<file path="src/rtl/semaforo_pkg.sv">
// Shared encodings and state type for the N-way traffic-light controller.
// Lamp codes are one-hot per approach; LUZ_APAGADA is only shown during night blink.
package semaforo_pkg;

    localparam logic [2:0] LUZ_VERDE    = 3'b001;
    localparam logic [2:0] LUZ_AMARELO  = 3'b010;
    localparam logic [2:0] LUZ_VERMELHO = 3'b100;
    localparam logic [2:0] LUZ_APAGADA  = 3'b000;

    typedef enum logic [1:0] {
        VERMELHO = 2'd0,
        VERDE    = 2'd1,
        AMARELO  = 2'd2
    } estado_t;

endpackage

</file>
<file path="src/rtl/semaforo_req_latch.sv">
// Request latch: rising-edge detect on level buttons plus sticky pending bits.
// Per bit, clr beats set; ign suppresses the set for the approach currently shown.
module semaforo_req_latch #(
    parameter int N = 2
) (
    input  logic         clk,
    input  logic         rst,
    input  logic [N-1:0] bt,
    input  logic [N-1:0] ign,
    input  logic [N-1:0] clr,
    output logic [N-1:0] pend
);

    logic [N-1:0] bt_q;
    logic [N-1:0] pend_next;

    generate
        for (genvar gi = 0; gi < N; gi++) begin : g_bit
            logic sobe;
            assign sobe          = bt[gi] & ~bt_q[gi];
            assign pend_next[gi] = clr[gi] ? 1'b0
                                 : (pend[gi] | (sobe & ~ign[gi]));
        end
    endgenerate

    always_ff @(posedge clk or posedge rst) begin
        if (rst) begin
            bt_q <= '0;
            pend <= '0;
        end else begin
            bt_q <= bt;
            pend <= pend_next;
        end
    end

endmodule

</file>
<file path="src/rtl/semaforo_n.sv">
// N-way traffic-light controller: one green at a time, round-robin with demand steering.
// Optional night blink mode is compiled in with SEMAFORO_NOTURNO_EN.
module semaforo_n
    import semaforo_pkg::*;
#(
    parameter int N_WAYS     = 2,
    parameter int CNT_W      = 8,
    parameter int T_VERDE    = 3,
    parameter int T_AMARELO  = 1,
    parameter int T_VERMELHO = 2,
    parameter int MIN_VERDE  = 1,
    parameter int T_PISCA    = 1,
    localparam int IDX_W     = $clog2(N_WAYS)
) (
    input  logic                  clk,
    input  logic                  rst,
    input  logic [N_WAYS-1:0]     bt,
    output logic [3*N_WAYS-1:0]   luz,
    output logic [IDX_W-1:0]      idx,
    output logic [N_WAYS-1:0]     pend
`ifdef SEMAFORO_NOTURNO_EN
    ,
    input  logic                  noturno
`endif
);

    estado_t            estado;
    logic [CNT_W-1:0]   tempo;
    logic [N_WAYS-1:0]  dono_oh;
    logic [N_WAYS-1:0]  ign_mask;
    logic [N_WAYS-1:0]  clr_mask;
    logic [IDX_W-1:0]   prox;
    logic [IDX_W-1:0]   cand;
    logic               achou;
    logic               outro_pend;
    logic               min_ok;
    logic               entra_verde;
    logic               congelado;

    function automatic logic [3*N_WAYS-1:0] luz_uma(input logic [IDX_W-1:0] dono,
                                                    input logic [2:0]       cor);
        logic [3*N_WAYS-1:0] r;
        for (int i = 0; i < N_WAYS; i++)
            r[3*i +: 3] = (IDX_W'(i) == dono) ? cor : LUZ_VERMELHO;
        return r;
    endfunction

    function automatic logic [3*N_WAYS-1:0] luz_todas(input logic [2:0] cor);
        return {N_WAYS{cor}};
    endfunction

    generate
        for (genvar gi = 0; gi < N_WAYS; gi++) begin : g_dono
            assign dono_oh[gi] = (idx == IDX_W'(gi));
        end
    endgenerate

`ifdef SEMAFORO_NOTURNO_EN
    logic               noturno_q;
    logic               pisca_fase;
    logic [CNT_W-1:0]   pisca_cnt;
    // FSM stays frozen during blink and on the release edge that re-enters all-red
    assign congelado = noturno | noturno_q;
`else
    assign congelado = 1'b0;
`endif

    assign entra_verde = (estado == VERMELHO) && (tempo == CNT_W'(T_VERMELHO - 1)) && !congelado;
    assign ign_mask    = (estado != VERMELHO) ? dono_oh : '0;
    assign clr_mask    = entra_verde ? dono_oh : '0;
    assign outro_pend  = |(pend & ~dono_oh);
    assign min_ok      = ({1'b0, tempo} + (CNT_W + 1)'(1)) >= (CNT_W + 1)'(MIN_VERDE);

    // Round-robin search starting just after the current owner
    always_comb begin
        prox  = (idx == IDX_W'(N_WAYS - 1)) ? '0 : idx + IDX_W'(1);
        cand  = '0;
        achou = 1'b0;
        for (int k = 1; k < N_WAYS; k++) begin
            cand = IDX_W'((int'(idx) + k) % N_WAYS);
            if (!achou && pend[cand]) begin
                prox  = cand;
                achou = 1'b1;
            end
        end
    end

    semaforo_req_latch #(
        .N (N_WAYS)
    ) u_req (
        .clk  (clk),
        .rst  (rst),
        .bt   (bt),
        .ign  (ign_mask),
        .clr  (clr_mask),
        .pend (pend)
    );

    always_ff @(posedge clk or posedge rst) begin
        if (rst) begin
            estado <= VERMELHO;
            tempo  <= '0;
            idx    <= '0;
            luz    <= luz_todas(LUZ_VERMELHO);
`ifdef SEMAFORO_NOTURNO_EN
            noturno_q  <= 1'b0;
            pisca_fase <= 1'b0;
            pisca_cnt  <= '0;
`endif
        end else begin
`ifdef SEMAFORO_NOTURNO_EN
            noturno_q <= noturno;
            if (noturno) begin
                if (!noturno_q) begin
                    pisca_fase <= 1'b1;
                    pisca_cnt  <= '0;
                    luz        <= luz_todas(LUZ_AMARELO);
                end else if (pisca_cnt == CNT_W'(T_PISCA - 1)) begin
                    pisca_fase <= ~pisca_fase;
                    pisca_cnt  <= '0;
                    luz        <= luz_todas(pisca_fase ? LUZ_APAGADA : LUZ_AMARELO);
                end else begin
                    pisca_cnt  <= pisca_cnt + CNT_W'(1);
                end
            end else if (noturno_q) begin
                estado <= VERMELHO;
                tempo  <= '0;
                luz    <= luz_todas(LUZ_VERMELHO);
            end else
`endif
            begin
                case (estado)
                    VERMELHO: begin
                        if (tempo == CNT_W'(T_VERMELHO - 1)) begin
                            estado <= VERDE;
                            tempo  <= '0;
                            luz    <= luz_uma(idx, LUZ_VERDE);
                        end else begin
                            tempo  <= tempo + CNT_W'(1);
                        end
                    end
                    VERDE: begin
                        if ((tempo == CNT_W'(T_VERDE - 1)) || (min_ok && outro_pend)) begin
                            estado <= AMARELO;
                            tempo  <= '0;
                            luz    <= luz_uma(idx, LUZ_AMARELO);
                        end else begin
                            tempo  <= tempo + CNT_W'(1);
                        end
                    end
                    AMARELO: begin
                        if (tempo == CNT_W'(T_AMARELO - 1)) begin
                            estado <= VERMELHO;
                            tempo  <= '0;
                            idx    <= prox;
                            luz    <= luz_todas(LUZ_VERMELHO);
                        end else begin
                            tempo  <= tempo + CNT_W'(1);
                        end
                    end
                    default: begin
                        estado <= VERMELHO;
                        tempo  <= '0;
                        luz    <= luz_todas(LUZ_VERMELHO);
                    end
                endcase
            end
        end
    end

endmodule
</file>
<file path="config.mk">
export PLATFORM = sky130hd
export DESIGN_NAME = semaforo_n
export DESIGN_NICKNAME = d
export VERILOG_FILES = /design/src/rtl/semaforo_pkg.sv /design/src/rtl/semaforo_req_latch.sv /design/src/rtl/semaforo_n.sv
export SDC_FILE = /design/constraint.sdc
export NUM_CORES = 1
export LEC_CHECK = 0
export CELL_PAD_IN_SITES_DETAIL_PLACEMENT = 0
export CELL_PAD_IN_SITES_GLOBAL_PLACEMENT = 1
export CORE_AREA = 2 2 59 61
export DETAILED_ROUTE_END_ITERATION = 10
export DIE_AREA = 0 0 61 63
export PLACE_DENSITY = 0.75
export SYNTH_ARGS = -nofsm -noshare
export SYNTH_HDL_FRONTEND = slang
export SYNTH_SLANG_ARGS = --single-unit
</file>
<file path="constraint.sdc">
create_clock -name clk -period 1.9 [get_ports clk]
set_input_delay 0.38 -clock clk [delete_from_list [all_inputs] [get_ports clk]]
set_output_delay 0.38 -clock clk [all_outputs]
set_load 0.01 [all_outputs]
</file>
==> flow_summary.json <==
{
  "die_area_um2": 3840,
  "synth_top_area_cell": "dfrtp_1",
  "combPwrFrac_pct": 60.7,
  "cts_tree": "yes",
  "tightest_slew_ps": 691,
  "port_buffers": 12,
  "synth_nets": 130,
  "dpl-instance-area_um2": 1460,
  "clock-sinks": 21,
  "fin_tns_setup_ps": -15.3,
  "grt_pass1_vias": 1052,
  "worstSetupStartpoint": "tempo[0]",
  "skew_ps": 7.80,
  "grt_setup_unrepaired": "yes",
  "initialDrtViolationCount": 29,
  "pre_cts_slack_ps": -85.0,
  "maxCapViolCount": 0,
  "fin_area_um2": 1670,
  "power.density_nw_per_um2": 1560,
  "r2r_cells": 7,
  "fin_util_pct": 51.6,
  "die-width_um": 61,
  "intPower_mw": 1.45,
  "final_common_cell": "dfrtp_1",
  "synthTopCellsByArea": "dfrtp_1 39%, a21oi_1 6.1%, ha_1 5.1%",
  "routabilityCongestion": 0.807,
  "slew_viol_final": 0,
  "yosys_warnings": 0,
  "netlist_area_um2": 1220,
  "end_kind": "register",
  "row_count": 21,
  "crit_path_start_kind": "register",
  "hold_path.class": "in2async",
  "wirelength_um": 3090,
  "wl_per_cell_um": 16.0,
  "synth_cells": 121,
  "dr_total_vias": 1058,
  "seq_area_frac_synth_pct": 43.2,
  "setup_ws_ps": -8.38,
  "setup_viol": 2,
  "nFillCells": 310,
  "firstDrtPassIters": 4,
  "grt_max_degree": 22,
  "clockBufferDepth": 2,
  "core_area_um2": 3230,
  "synth_edf_count": 0,
  "finalHoldViolations": 0,
  "cts_made_buffers": 3,
  "max_freq_mhz": 524,
  "syn_area_per_cell_um2": 10.1,
  "syn_to_final_growth_pct": 36.7,
  "power.leakage_nw": 0.652,
  "grtUsageTotal_pct": 18.5,
  "ys_ff_latch": 21,
  "netlist.area_leader.share_pct": 38.9,
  "swShare_pct": 44.3,
  "io_pins": 13,
  "grt.overflow.total": 0,
  "async_flop_share_pct": 100,
  "final_cell_mix": "15 x dfrtp_1, 12 x clkdlybuf4s50_1, 12 x buf_4, 10 x a21oi_1, 8 x nand2_1",
  "nets": 157,
  "violations": "negative setup slack",
  "cts.clk_slew.worst_paths_ps": 120,
  "diodes": 0,
  "seqPwrFrac_pct": 30.8,
  "slew-limit-headroom_pct": 52.6,
  "die-height_um": 63,
  "insertion_delay_ps": 310,
  "via_per_inst": 5.48,
  "grt_antenna_before_repair": 0,
  "drc": 0,
  "cp_max_fo": 5,
  "p_clk_share_pct": 8.5,
  "postCtsHoldBufs": 0,
  "grt_first_pass_wirelength_um": 5350,
  "status": "finished, violations left",
  "worstSetupPathType": "reg2reg",
  "r2r_start": "tempo[0]",
  "place_hpwl_um": 2020,
  "post-route-period-util_pct": 100,
  "p_sw_mw": 1.15,
  "start_util_pct": 37.8,
  "cts_max_level": 1,
  "drive_above_1_share_pct": 37.4,
  "required_ps": 2130,
  "synth_flop_cell": "dfrtp_1",
  "ant_nets": 0,
  "synthDistinctLibCells": 40,
  "cts_root_buffer": "clkbuf_4",
  "fin_crit_ps": 1910,
  "ir_worst_vdd_v": 0.000687,
  "arrival_ps": 2140
}
[through the flow]
step	hold WS [ps]	power, mW	cells
finish	392	2.60	193
global route	422	2.80	193
CTS	394	2.41	190
detailed placement	531	1.96	183
global placement	520	1.94	183
floorplan	355	1.53	121
[cells in the mapped netlist, types with 3 or more instances]
cell type / instances
ha_1: 5
nand4b_1: 3
nand2_1: 8
xor2_1: 3
nand4_1: 3
dfrtp_1: 19
buf_2: 3
a21oi_1: 15
nor3_1: 4
nor2_1: 5
nand3_1: 4
xnor2_1: 3
inv_1: 8
[path summary, 6_finish.rpt]
path,end,slack (ps)
min reg2reg,luz[4],550
max,tempo[3],-8
max reg2reg,tempo[3],-8
max in group asynchronous,luz[2],1220
min in group clk,u_req.bt_q[1],530
min,u_req.pend[1],390
[repair_timing]
action / CTS / global route
gates resized for setup: 17 / 11
endpoints found under the setup margin: 16 / 16
pin swaps: 10 / 3
buffers inserted: 2 / 2
hold endpoints to repair: 0 / 0
cloned: 1 / 1
[power by group through the flow]
stage / clock (mW) / combinational [mW] / sequential (mW)
after floorplan: 0 / 0.781 / 0.754
after global placement: 0 / 1.17 / 0.768
after detailed placement: 0 / 1.19 / 0.771
after CTS: 0.229 / 1.40 / 0.787
after global routing: 0.253 / 1.72 / 0.826
final: 0.221 / 1.58 / 0.800
[kinds of logic (layout without fill, tap and decap cells)]
logic type                 after synthesis  after routing  synth area share, %
buffers and inverters                   13             37                 4.92
AOI/OAI and AO/OA                       39             41                 23.8
xor gates and xnor gates                 7              7                 5.64
muxes                                    3              3                 2.66
and+or+nand+nor                         33             33                 14.7
DFF                                     21             21                 43.2
adders and majority gates                5              5                 5.12
[per-layer routing]
| layer | global-route usage [%] | up-vias | share of wire, % |
|---|---|---|---|
| li1 | - | 503 | - |
| met1 | 26.0 | 532 | 45 |
| met2 | 29.4 | 17 | 51 |
| met3 | 2.07 | 6 | 1.9 |
| met4 | 5.71 | 0 | 1.8 |
| met5 | 0 | - | 0 |
[sequential cells by signal, indices dropped and copies added (netlist names)]
register / count
luz: 6
u_req.bt_q: 2
u_req.pend: 2
tempo: 8
estado: 2
idx: 1
[worst max-delay path: stages, from the launching register on]
cell,delay [ps]
dfrtp_2,470
buf_6,140
and4_4,200
and2_4,180
a2111oi_4,350
buf_4,200
o21ai_4,90
a211oi_2,200
[final cells by class]
cell class | count | area [µm²] | area share [%]
multi-input cells | 89 | 801 | 48.0
well taps | 46 | 57.6 | 3.45
inverters | 8 | 30.0 | 1.80
flip-flops and latches | 21 | 533 | 31.9
clock buffers | 4 | 26.3 | 1.57
repair buffers | 25 | 221 | 13.3
Note: power is estimated with default switching activity, not from simulation.
